[src/rtl/led_pio_pkg.sv]
// Shared constants for the LED PIO with hardware blink: register word
// addresses and the STATUS bit layout.
package led_pio_pkg;

    localparam int ADDR_W = 3;

    localparam logic [ADDR_W-1:0] ADDR_DATA     = 3'd0;
    localparam logic [ADDR_W-1:0] ADDR_MASK     = 3'd1;
    localparam logic [ADDR_W-1:0] ADDR_PERIOD   = 3'd2;
    localparam logic [ADDR_W-1:0] ADDR_STATUS   = 3'd3;
    localparam logic [ADDR_W-1:0] ADDR_OUTSET   = 3'd4;
    localparam logic [ADDR_W-1:0] ADDR_OUTCLEAR = 3'd5;

    localparam int STATUS_PHASE_BIT = 0;

endpackage

[src/rtl/led_pio_blink_prescaler.sv]
// Blink phase generator: each phase lasts exactly `period` cycles; a period
// of zero parks the phase high, and restart resynchronises to phase 1.
module blink_prescaler #(
    parameter int CNT_W = 26
) (
    input  logic             clk,
    input  logic             reset,
    input  logic [CNT_W-1:0] period,
    input  logic             restart,
    output logic             phase
);

    localparam logic [CNT_W-1:0] ONE = CNT_W'(1);

    logic [CNT_W-1:0] cnt;
    logic             terminal;

    assign terminal = (cnt == (period - ONE));

    // restart is checked ahead of the terminal count so a PERIOD write
    // landing on the toggle cycle suppresses that toggle.
    always_ff @(posedge clk) begin
        if (reset || restart || (period == '0)) begin
            cnt   <= '0;
            phase <= 1'b1;
        end else if (terminal) begin
            cnt   <= '0;
            phase <= ~phase;
        end else begin
            cnt   <= cnt + ONE;
        end
    end

endmodule

[src/rtl/led_pio_blink.sv]
// Avalon-MM LED output PIO with set/clear aliases and per-bit blink masking
// driven by a programmable prescaler.
module led_pio_blink
    import led_pio_pkg::*;
#(
    parameter int               WIDTH          = 9,
    parameter int               CNT_W          = 26,
    parameter logic [WIDTH-1:0] RESET_VALUE    = '0,
    parameter logic [CNT_W-1:0] DEFAULT_PERIOD = '0
) (
    input  logic              clk,
    input  logic              reset,
    input  logic [ADDR_W-1:0] address,
    input  logic              chipselect,
    input  logic              write_n,
    input  logic [31:0]       writedata,
    output logic [31:0]       readdata,
    output logic [WIDTH-1:0]  out_port
);

    logic [WIDTH-1:0] data;
    logic [WIDTH-1:0] blink_mask;
    logic [CNT_W-1:0] period;
    logic             phase;
    logic             wr;
    logic             restart;
    logic [WIDTH-1:0] wdata_w;
    logic             unused_wdata;

    assign wr           = chipselect & ~write_n;
    assign restart      = wr && (address == ADDR_PERIOD);
    assign wdata_w      = writedata[WIDTH-1:0];
    assign unused_wdata = ^writedata;

    always_ff @(posedge clk) begin
        if (reset) begin
            data       <= RESET_VALUE;
            blink_mask <= '0;
            period     <= DEFAULT_PERIOD;
        end else if (wr) begin
            case (address)
                ADDR_DATA:     data       <= wdata_w;
                ADDR_MASK:     blink_mask <= wdata_w;
                ADDR_PERIOD:   period     <= writedata[CNT_W-1:0];
                ADDR_OUTSET:   data       <= data | wdata_w;
                ADDR_OUTCLEAR: data       <= data & ~wdata_w;
                default:       ;
            endcase
        end
    end

    blink_prescaler #(
        .CNT_W (CNT_W)
    ) u_prescaler (
        .clk     (clk),
        .reset   (reset),
        .period  (period),
        .restart (restart),
        .phase   (phase)
    );

    always_comb begin
        readdata = '0;
        case (address)
            ADDR_DATA:   readdata[WIDTH-1:0]      = data;
            ADDR_MASK:   readdata[WIDTH-1:0]      = blink_mask;
            ADDR_PERIOD: readdata[CNT_W-1:0]      = period;
            ADDR_STATUS: readdata[STATUS_PHASE_BIT] = phase;
            default:     readdata                 = '0;
        endcase
    end

    // Masked bits are blanked only during phase 0.
    assign out_port = data & ~(blink_mask & {WIDTH{~phase}});

endmodule

[config.mk]
export PLATFORM = sky130hd
export DESIGN_NAME = led_pio_blink
export DESIGN_NICKNAME = d
export VERILOG_FILES = /design/src/rtl/led_pio_pkg.sv /design/src/rtl/led_pio_blink_prescaler.sv /design/src/rtl/led_pio_blink.sv
export SDC_FILE = /design/constraint.sdc
export NUM_CORES = 1
export LEC_CHECK = 0
export CORE_ASPECT_RATIO = 0.8
export CORE_MARGIN = 4
export CORE_UTILIZATION = 25
export DETAILED_ROUTE_END_ITERATION = 8
export PLACE_DENSITY = 0.48
export SKIP_LAST_GASP = 1
export SYNTH_ARGS = -nofsm -noshare
export SYNTH_HDL_FRONTEND = slang
export SYNTH_SLANG_ARGS = --single-unit
[constraint.sdc]
create_clock -name clk -period 4.1 [get_ports clk]
set_input_delay 0.615 -clock clk [delete_from_list [all_inputs] [get_ports clk]]
set_output_delay 0.615 -clock clk [all_outputs]
set_load 0.01 [all_outputs]
==> impl_summary.md <==
Timing
The minimum clock period after layout is 3.41 ns. At the pin with the least slew margin, the transition time is 0.739 ns. The maximum achievable frequency is 293 MHz. The final-report hold violation count is 0. The worst pin sits at a relative slew slack of 0.506.

Setup violations remaining at the end of the flow were counted as 0. The total negative setup slack is 0 ns. Setup repair after global routing left no endpoint under its margin. Of the available clock period, the critical path in the final layout requires 0.832. The final clock skew is 0.00688 ns. Hold is met by 0.482 ns. The total count of max-transition violations in the final report is 0.

Hold path
The launch point of the worst hold path is data[7]$_SDFFE_PP0P_. The classification of the worst-slack hold path is reg2reg.

Synthesis
The number of unique standard cell types used by synthesis is 52. In the post-synthesis netlist, the biggest area contributors are dfxtp_1 (33%), xnor2_1 (6.8%), nand2_1 (6.6%), nor2_1 (6.2%), a21oi_1 (6.0%). Synthesis produced 565 cells. The flip-flop and latch count after synthesis is 71. In the synthesized netlist the async set-or-reset flop fraction comes to 0.

Yosys printed 0 warnings. The dominant register cell in the synthesized netlist is dfxtp_1. The number of enable flip-flop cells after synthesis is 0.

Of the synthesized area, sequential elements account for 0.333. Each instance of the synthesized netlist takes up on average 7.55 um^2. The share of synthesized area in the top cell type comes to 0.333.

The biggest area consumer among synthesized cells is dfxtp_1. The synthesized netlist occupies a cell area of 4270 um^2.

Detailed routing
Detailed routing inserted a total of 4099 vias. In the final routed layout, each cell accounts on average for 15.3 um. The mean number of vias per cell is 4.85.

The detailed router's first-iteration violation count is 245. For this run, design rule violations remaining after detail routing come to 0. The first-pass iteration count of the detailed router is 5.

The overall routed net length is 12900 um. The count of nets left with antenna violations once routing finished came out at 0.

Power and ir drop
Of the total power, the share spent switching nets is 0.258. The combinational fraction of design power is 0.120. Across the VDD grid, the largest voltage drop is 0.171 mV. For this design the static power due to leakage is 2.00 nW. The power consumption is 1.70 mW.

Cell internal power was estimated by the tool at 1.26 mW. The switching power is 440 uW. The power density over the cells is 313 nW/um^2. The sequential cell fraction of total power is 0.417.

Of the total power, the clock network draws 0.463.

Cells and area
In the final layout, the share of cells above drive strength 1 is 0.0671. The number of antenna diodes is 0. From synthesis to final layout, the design area changed by 27.6%. The commonest non-fill, non-tap cell in the layout is nand2_1. In the final design database the tool counted 662 nets.

In the layout the commonest cells are nand2_1 (75), dfxtp_1 (71), nor2_1 (69). After routing the design area is 5450 um^2.

Clock tree
The number of clock buffers inserted by TritonCTS is 9. The cell at the root of the clock tree is clkbuf_16. The maximum number of buffers from clock root to sink is 2. Counting every sink on the clock net gives 71. The maximum level of the CTS H-tree is 3. TritonCTS built the clock tree. Hold repair after CTS inserted 0 buffers. The clock insertion delay at the later pin of the skew report is 0.34 ns.

After clock tree synthesis, the repair step resized 0 gates. The clock edge transition at the registers on the reported setup and hold paths is 0.06 ns. The post-CTS setup-driven buffer insertion count is 0.

Critical path
Along the worst path, the maximum fanout reaches 14. The type of destination of the critical path is an output pin. The worst stage delay on the critical path is 0.73 ns. The category of the critical setup timing path is in2out. The startpoint of the worst setup timing path is address[1]. The startpoint identified for the worst register-to-register timing path is period[1]$_SDFFE_PP0P_.

At the worst endpoint, the arrival time is 2.80 ns. The worst setup path is launched from an input pin. Data on the critical path is required at its endpoint by 3.48 ns. The master of the slowest instance on the critical path is clkdlybuf4s50_1. The most numerous cell on the critical path is clkdlybuf4s50_1.

The signal on the critical path passes through clkdlybuf4s50_1, nor2b_1, a21oi_1, nor2_1, clkdlybuf4s50_1.

Placement
The number of port buffers is 67. After detailed placement, the total cell area comes to 5150 um^2. Detailed placement finished with a half-perimeter wire length of 9860 um. The congestion estimate from routability-driven global placement came to 0.900.

Floorplanning
The I/O pin count is 80. From left edge to right edge, the die measures 154 um. The core region is 16700 um^2.

For this configuration, the core starts out at a cell density of 0.256. The number of rows created at floorplan is 42. The die covers 19200 um^2. The vertical extent of the die is 125 um.

Status
The run finished with clean final reports.

Global routing
The number of global-route vias before repair came to 4049. The pin count of the biggest net entering global routing is 28. The initial antenna violation count is 0. Summed over all layers, the global routing overflow is 0. The first-pass GRT wire length is 21100 um. The global routing usage summed across all routing layers is 0.135.

Run
The max capacitance violation total is 0.
==> power by group through the flow <==
stage	Combinational, mW	Clock [mW]	Sequential (mW)
floorplan	0.129	0	0.720
global placement	0.201	0	0.725
detailed placement	0.204	0	0.726
CTS	0.205	0.813	0.710
global route	0.226	0.839	0.712
finish	0.205	0.789	0.710
==> layout make-up <==
class / instances / area (um^2)
clock buffers: 9 / 225
repair buffers: 82 / 796
inverters: 9 / 33.8
well taps: 220 / 275
multi-input cells: 448 / 2620
flip-flops and latches: 71 / 1420
clock inverters: 7 / 72.6
fillers: 1763 / 11200
==> cells in the mapped netlist (all sizes together), types with 4 or more instances <==
cell type and n:
nand2 75, dfxtp 71, nor2 70, a21oi 51, xnor2 33, clkbuf 26
o21ai 26, and3 24, xor2 23, mux2i 19, nand3 17, buf 16
nor2b 14, nor3 14, nor4 12, a21boi 9, inv 9, nand4 8
or4 8, a31oi 5, or3 4
==> through the flow <==
stage                util  std cells  worst slack (ns)
global placement    0.309        830             0.722
detailed placement  0.309        830             0.722
CTS                 0.327        846             0.697
finish              0.327        846             0.688
global route        0.327        846             0.470
floorplan               -        570             0.898
==> registers in the layout (all words and copies together) (netlist names) <==
name,cells
blink_mask,9
u_prescaler.cnt,26
data,9
u_prescaler.phase,1
period,26
==> path summary, 6_finish.rpt <==
kind | end | slack [ns] | depth (start not counted)
worst max register to register | u_prescaler.cnt[3]$_SDFF_PP0_ | 0.71 | 11
worst min register to register | data[7]$_SDFFE_PP0P_ | 0.48 | 2
worst min-delay path | data[7]$_SDFFE_PP0P_ | 0.48 | 2
worst max-delay path | readdata[7] | 0.69 | 5
==> kinds of logic after synthesis <==
logic type	count (synthesis)	share of synthesized area
AND/OR/NAND/NOR	259	0.296
AO/OA/AOI/OAI	104	0.139
flip-flops	71	0.333
XOR/XNOR	56	0.115
buffers and inverters	51	0.0578
multiplexers	21	0.0525
adder cells (fa/ha/maj)	2	0.00586
other	1	0.000879
==> critical path: cells and delay by family <==
kind	cells	cell delay, ns
AO/OA/AOI/OAI	1	0.15
buffers and inverters	2	1.28
AND/OR/NAND/NOR	2	0.75
==> layer usage <==
metal | track usage | wire (um) | part of all wire | up-vias
met5 | 0 | 0 | 0 | -
li1 | - | - | - | 2052
met3 | 0.0358 | 614 | 0.047 | 18
met1 | 0.192 | 6730 | 0.52 | 1945
met2 | 0.200 | 5420 | 0.42 | 84
met4 | 0.0363 | 181 | 0.014 | 0
No activity file was read; power rests on OpenSTA's default activity.
